### src/rtl/mem_wb_elastic_reg.sv
// mem_wb_elastic_reg: 2-entry elastic (skid) register between the MEM and WB stages.
//
// Ports:
//   clk, rst (async, active-low), flush (sync, discards all held entries)
//   in_valid / in_ready                              MEM-side handshake
//   MEM_R_EN_in, WB_EN_in, Dest_in, ALU_Res_in, MEM_in   incoming entry fields
//   out_valid / out_ready                            WB-side handshake
//   MEM_R_EN_out, WB_EN_out, Dest_out, ALU_Res_out, MEM_out   head entry fields
//   fwd_valid, fwd_dest, fwd_value                   registered-source forwarding port
//   count                                            occupancy (0..2)
//
// in_ready depends only on the occupancy, so there is no path from out_ready to in_ready.
// All outputs come from registers, so nothing passes combinationally from the inputs.
module mem_wb_elastic_reg #(
    parameter int unsigned WORD_WIDTH     = 32,
    parameter int unsigned REG_FILE_DEPTH = 4
) (
    input  logic                      clk,
    input  logic                      rst,
    input  logic                      flush,
    input  logic                      in_valid,
    output logic                      in_ready,
    input  logic                      MEM_R_EN_in,
    input  logic                      WB_EN_in,
    input  logic [REG_FILE_DEPTH-1:0] Dest_in,
    input  logic [WORD_WIDTH-1:0]     ALU_Res_in,
    input  logic [WORD_WIDTH-1:0]     MEM_in,
    output logic                      out_valid,
    input  logic                      out_ready,
    output logic                      MEM_R_EN_out,
    output logic                      WB_EN_out,
    output logic [REG_FILE_DEPTH-1:0] Dest_out,
    output logic [WORD_WIDTH-1:0]     ALU_Res_out,
    output logic [WORD_WIDTH-1:0]     MEM_out,
    output logic                      fwd_valid,
    output logic [REG_FILE_DEPTH-1:0] fwd_dest,
    output logic [WORD_WIDTH-1:0]     fwd_value,
    output logic [1:0]                count
);

    // Entry layout: {MEM_R_EN, WB_EN, Dest, ALU_Res, MEM}
    localparam int unsigned EntryW = 2 + REG_FILE_DEPTH + 2 * WORD_WIDTH;

    logic [EntryW-1:0] head_q, head_d;
    logic [EntryW-1:0] tail_q, tail_d;
    logic [1:0]        count_q, count_d;
    logic [EntryW-1:0] in_entry;
    logic [EntryW-1:0] head_vis;
    logic              push;
    logic              pop;

    assign in_entry  = {MEM_R_EN_in, WB_EN_in, Dest_in, ALU_Res_in, MEM_in};

    assign in_ready  = (count_q != 2'd2);
    assign out_valid = (count_q != 2'd0);
    assign push      = in_valid & in_ready;
    assign pop       = out_valid & out_ready;

    always_comb begin
        head_d  = head_q;
        tail_d  = tail_q;
        count_d = count_q;
        if (flush) begin
            head_d  = '0;
            tail_d  = '0;
            count_d = 2'd0;
        end else begin
            case (count_q)
                2'd0: begin
                    if (push) begin
                        head_d  = in_entry;
                        count_d = 2'd1;
                    end
                end
                2'd1: begin
                    if (push && pop) begin
                        head_d = in_entry;
                    end else if (push) begin
                        tail_d  = in_entry;
                        count_d = 2'd2;
                    end else if (pop) begin
                        head_d  = '0;
                        count_d = 2'd0;
                    end
                end
                2'd2: begin
                    // in_ready is low here, so only a pop can happen.
                    if (pop) begin
                        head_d  = tail_q;
                        tail_d  = '0;
                        count_d = 2'd1;
                    end
                end
                default: begin
                    head_d  = '0;
                    tail_d  = '0;
                    count_d = 2'd0;
                end
            endcase
        end
    end

    always_ff @(posedge clk or negedge rst) begin
        if (!rst) begin
            head_q  <= '0;
            tail_q  <= '0;
            count_q <= 2'd0;
        end else begin
            head_q  <= head_d;
            tail_q  <= tail_d;
            count_q <= count_d;
        end
    end

    // Gate with out_valid so an empty buffer never shows stale head contents.
    assign head_vis = out_valid ? head_q : '0;

    assign {MEM_R_EN_out, WB_EN_out, Dest_out, ALU_Res_out, MEM_out} = head_vis;

    assign fwd_valid = out_valid & WB_EN_out;
    assign fwd_dest  = Dest_out;
    assign fwd_value = MEM_R_EN_out ? MEM_out : ALU_Res_out;
    assign count     = count_q;

endmodule

### config.mk
export PLATFORM = sky130hd
export DESIGN_NAME = mem_wb_elastic_reg
export DESIGN_NICKNAME = d
export VERILOG_FILES = /design/src/rtl/mem_wb_elastic_reg.sv
export SDC_FILE = /design/constraint.sdc
export NUM_CORES = 1
export LEC_CHECK = 0
export CORE_MARGIN = 2
export CORE_UTILIZATION = 36
export DETAILED_ROUTE_END_ITERATION = 8
export PLACE_DENSITY = 0.71
export SLEW_MARGIN = 30
export SYNTH_ARGS = -nofsm -noshare
export SYNTH_HDL_FRONTEND = slang
export SYNTH_SLANG_ARGS = --single-unit
### constraint.sdc
create_clock -name clk -period 3 [get_ports clk]
set_input_delay 0.3 -clock clk [delete_from_list [all_inputs] [get_ports clk]]
set_output_delay 0.3 -clock clk [all_outputs]
set_load 0.05 [all_outputs]
Word level (Yosys, flattened, before mapping)
Index checks and enable logic that the tools add are counted.
{"block": "totals", "ff_bits": 142, "inputBits": 75, "output_inout_bits": 111, "wordCells": 42}
{"block": "op_classes", "n_eq_ne": 11, "muxes": 19, "n_bitwise": 3, "n_reduce_logical": 6}
{"op": "$mux 70", "count": 9}
{"op": "$pmux 70 s3", "count": 2}
{"op": "$mux 32", "count": 1}
{"op": "$mux 2", "count": 6}
{"op": "$ne 3x3->1 const B", "count": 4}
{"op": "$ne 4x4->1 const B", "count": 3}
{"op": "$reduce_and 4->1", "count": 3}
{"op": "$pmux 2 s3", "count": 1}
{"op": "$ne 2x2->1 const B", "count": 2}
{"op": "$and 1x1->1", "count": 3}
{"op": "$eq 2x1->1 const B", "count": 1}
{"op": "$eq 2x2->1 const B", "count": 1}
{"op": "$logic_not 2->1", "count": 1}
{"op": "$reduce_bool 2->1", "count": 1}
{"op": "$logic_and 1x1->1", "count": 1}

Longest topological paths before layout
{"block": "depth", "depth_word": 7, "ltp_mapped": 7}

Worst setup path before layout
No wires, ideal clock.
{"block": "synth_path", "kind": "register -> output", "from": "register count_q[1] (netlist: count[1])", "to": "output ALU_Res_out[27]", "arrival_time_ns": 2.204, "required_ns": 2.700, "path_slack_ns": 0.496, "path_stages_with_launch": 6, "path_buffers": 2, "cell_sequence": "dfrtp_1 buf_4 nor2_1 inv_1 clkbuf_1 and2_1"}
{"block": "synth_via", "elab_chain_cells": 2}
{"item": "start: declaration", "line": "46", "rtl": "logic [1:0] count_q, count_d;"}
{"item": "start signal: assignment", "line": "111", "rtl": "count_q <= count_d;"}
{"item": "$reduce_bool 2->1", "line": "55", "rtl": "assign out_valid = (count_q != 2'd0);"}
{"item": "via out_valid", "line": "28", "rtl": "output logic out_valid,"}
{"item": "$mux 70", "line": "116", "rtl": "assign head_vis = out_valid ? head_q : '0;"}
{"item": "end: declaration", "line": "33", "rtl": "output logic [WORD_WIDTH-1:0] ALU_Res_out,"}
The timed path passes the listed nets, and every way through them passes these cells.

Worst setup path after layout
{"block": "layout_path", "from": "register count_q[1] (netlist: count[1])", "to": "output Dest_out[0]"}
{"block": "layout_via", "elab_chain_cells": 2}
{"item": "$reduce_bool 2->1", "line": "55"}
{"item": "$mux 70", "line": "116"}
{"item": "end: declaration", "line": "32", "rtl": "output logic [REG_FILE_DEPTH-1:0] Dest_out,"}
No other way between the ends.

==> results.txt <==
----------------------------------------------------
[Run status]
  Outcome ... finished, final reports clean

[Layout]
  Area Growth Syn to Fin ... 41.4%
  Post-layout nets ... 1019
  Fraction of layout instances using a drive strength above 1 ... 16.5%
  Fill cells ... 1974
  Number of antenna cells inserted ... 0
  Design area ... 11600 sq um

[STA]
  Max Slew Vio Count ... 0
  Achievable Freq ... 379 MHz
  Final setup vio count ... 0
  Worst hold slack across all endpoints ... 0.413 ns
  Count of final hold-check violations ... 0
  RSZ-0062 raised after global routing ... no
  Fin Clk Skew ... 0.00828 ns
  Total negative setup slack ... 0 ns
  Crit share post-route ... 87.9%
  Worst-margin pin slew ... 0.893 ns
  Tightest slew margin relative to the limit ... 40.4%
  Time the final worst path needs with I/O delays and setup ... 2.64 ns

[Floorplan]
  Core box area ... 22500 sq um
  Die Ht ... 155 um
  I/O pin cnt ... 186
  Overall die width ... 155 um
  Starting density of the core ... 36.4%
  Row cnt ... 55
  Die ar. ... 24000 sq um

[Worst setup path]
  Crit start category ... flip-flop
  Required time worst endpoint ... 2.70 ns
  Endpoint arrival time on the critical path ... 2.34 ns
  Crit. End Element ... primary output
  Critical path start-end classification ... flip-flop to primary output
  Maximum net fanout on the critical path ... 71

[Clock tree]
  Maximum count of clock buffers along a single path ... 2
  Clock Latency Late Sink ... 0.41 ns
  Clock tree from TritonCTS ... built
  Number of levels in the clock H-tree ... 4
  CTS root buffer ... sky130_fd_sc_hd__clkbuf_16
  Setup Buffers After CTS ... 0
  TritonCTS Buffers ... 17
  Clock-pin transition on the worst setup and hold timing paths ... 0.06 ns
  Clk sinks ... 142

[GRT]
  Initial antenna violation count ... 0
  Vias in the first global route ... 6492
  Total global routing track utilization ... 18.9%
  Wire length of the first global-routing pass ... 35.8 mm
  Pin count of the biggest net entering global routing ... 72
  Leftover overflow at the end of global routing ... 0

[Power]
  Leakage ... 4.84 nW
  Highest ir drop seen on vdd ... 0.318 mV
  Power per cell area ... 499 nW/um^2

[Detailed routing]
  DR WL met3 ... 1.10 mm
  Routed via count ... 6386
  Total Wirelength ... 22.2 mm
  Iteration-0 DRC count of the detailed router ... 246
  Drt via density ... 5.14
  Number of DRC violations after detailed routing ... 0
  Met2 wire len ... 10.8 mm
  DR top layer ... met4
  Avg WL per Cell ... 17.9 um
  Iteration count of the initial detailed-routing pass ... 5
  Routed length on met1 ... 10.1 mm
  Final ANT Viol Nets ... 0

[Place]
  Routability cong. ... 0.769
  HPWL reported at the end of detailed placement ... 14.3 mm
  Port Buf Inserts ... 185
  Area after detailed placement ... 10900 sq um

[Worst hold path]
  Path type of the worst min-delay path ... input port to asynchronous set/reset pin

[Yosys]
  Per-instance average area after synthesis ... 10.3 sq um
  Library cells used by synthesis ... 22
  Cells after synthesis ... 793
  Yosys warning total ... 0
  Netlist Area Pre-Place ... 8200 sq um
  Mapped Nets ... 868
  Sequential fraction of the synthesis area ... 43.3%
  Flip-flop and latch count after synthesis ... 142

[Flow run]
  Max Cap Violations ... 0

----------------------------------------------------
-- per-stage QoR --
step	total power [mW]	util [%]	instances	setup WS [ns]
after detailed placement	3.46	48.5	1209	0.502
final	5.78	51.5	1242	0.363
after global routing	6.04	51.5	1242	0.210
after CTS	5.85	51.5	1242	0.0449
after global placement	3.43	48.4	1208	0.290
after floorplan	2.91	-	793	0.496
-- logic make-up (layout without fill, tap and decap cells) --
group	Yosys count	in the layout	share of synthesized area, %
multiplexers	173	173	21.1
flip-flops	142	142	43.3
AO/OA/AOI/OAI	145	145	15.4
AND/OR/NAND/NOR	188	188	11.1
buffers and inverters	145	309	8.96
-- worst max-delay path: stages, from the launching register on --
cell and delay, ns:
sky130_fd_sc_hd__dfrtp_4 0.52, sky130_fd_sc_hd__nor2_4 0.47, sky130_fd_sc_hd__inv_4 0.39, sky130_fd_sc_hd__and2_1 0.35, sky130_fd_sc_hd__buf_12 0.17
-- cell type report --
cell class / instances / area, sq um / share of cell area [%]
flip-flops and latches: 142 / 3560 / 30.7
clock buffers: 23 / 488 / 4.21
inverters: 71 / 269 / 2.32
multi-input cells: 506 / 3930 / 33.9
clock inverters: 9 / 180 / 1.55
well taps: 285 / 357 / 3.08
repair buffers: 206 / 2800 / 24.2
-- path summary, 6_finish.rpt --
check | start | to | slack (ns) | cells past startpoint
min | rst | head_q[3] | 0.41 | 2
min in group clk | MEM_in[27] | tail_q[27] | 0.48 | 3
min reg2reg | head_q[64] | head_q[64] | 0.50 | 1
max | count[1] | Dest_out[0] | 0.36 | 4
max in group asynchronous | rst | head_q[52] | 1.77 | 3
max reg2reg | count[1] | head_q[67] | 0.50 | 5
-- synth_stat cells --
cell                        number  share of area, %
sky130_fd_sc_hd__inv_1          71               3.3
sky130_fd_sc_hd__a2bb2oi_1       1              0.11
sky130_fd_sc_hd__buf_6          15               2.1
sky130_fd_sc_hd__clkbuf_1       11              0.50
sky130_fd_sc_hd__buf_2          20               1.2
sky130_fd_sc_hd__o2bb2ai_1      70               7.5
sky130_fd_sc_hd__buf_1          14              0.64
sky130_fd_sc_hd__and2_1         70               5.3
sky130_fd_sc_hd__buf_4          14               1.3
sky130_fd_sc_hd__a21oi_1         1             0.061
sky130_fd_sc_hd__a22o_1         71               7.6
sky130_fd_sc_hd__nor2_2          1             0.076
sky130_fd_sc_hd__mux2i_1       173                21
sky130_fd_sc_hd__or3b_1          1              0.11
sky130_fd_sc_hd__nand2b_1        1             0.076
sky130_fd_sc_hd__nand2_1        72               3.3
sky130_fd_sc_hd__nor2_4          2              0.27
sky130_fd_sc_hd__nor2b_1         3              0.23
sky130_fd_sc_hd__nor2_1         38               1.7
sky130_fd_sc_hd__dfrtp_1       142                43
sky130_fd_sc_hd__a21boi_0        1             0.092
sky130_fd_sc_hd__o22a_1          1              0.11
-- per-layer routing --
layer / up-vias / global-route usage (%)
met4: 0 / 4.67
li1: 3051 / -
met5: - / 0
met3: 19 / 5.21
met1: 3156 / 24.9
met2: 160 / 30.8
-- power breakdown --
part | internal (mW) | total (mW) | switching (mW)
Sequential | 2.05 | 2.15 | 0.109
Combinational | 0.547 | 1.26 | 0.712
Clock | 1.57 | 2.37 | 0.803
Total | 4.16 | 5.78 | 1.62
-- repair_timing --
| item | 4_1_cts | 5_1_grt |
|---|---|---|
| gates resized for setup | 0 | 1 |
| hold endpoints to repair | 57 | 0 |
| hold buffers | 1 | 0 |
| setup endpoints to repair | 0 | 76 |
-- sequential cells by signal, indices dropped and copies added, names as in the netlist --
signal and count:
count 2, tail_q 70, head_q 70
-- placed cells by master, fill, tap and decap left out, types with 5 or more instances in the layout --
cell	instances
sky130_fd_sc_hd__dfrtp_1	139
sky130_fd_sc_hd__clkbuf_16	17
sky130_fd_sc_hd__buf_4	35
sky130_fd_sc_hd__o2bb2ai_1	70
sky130_fd_sc_hd__a22o_1	70
sky130_fd_sc_hd__nand2_1	72
sky130_fd_sc_hd__and2_1	70
sky130_fd_sc_hd__inv_1	70
sky130_fd_sc_hd__mux2i_1	173
sky130_fd_sc_hd__clkdlybuf4s50_1	87
sky130_fd_sc_hd__nor2_1	37
sky130_fd_sc_hd__buf_12	81
sky130_fd_sc_hd__bufinv_16	5
Note: power is estimated with default switching activity, not from simulation.
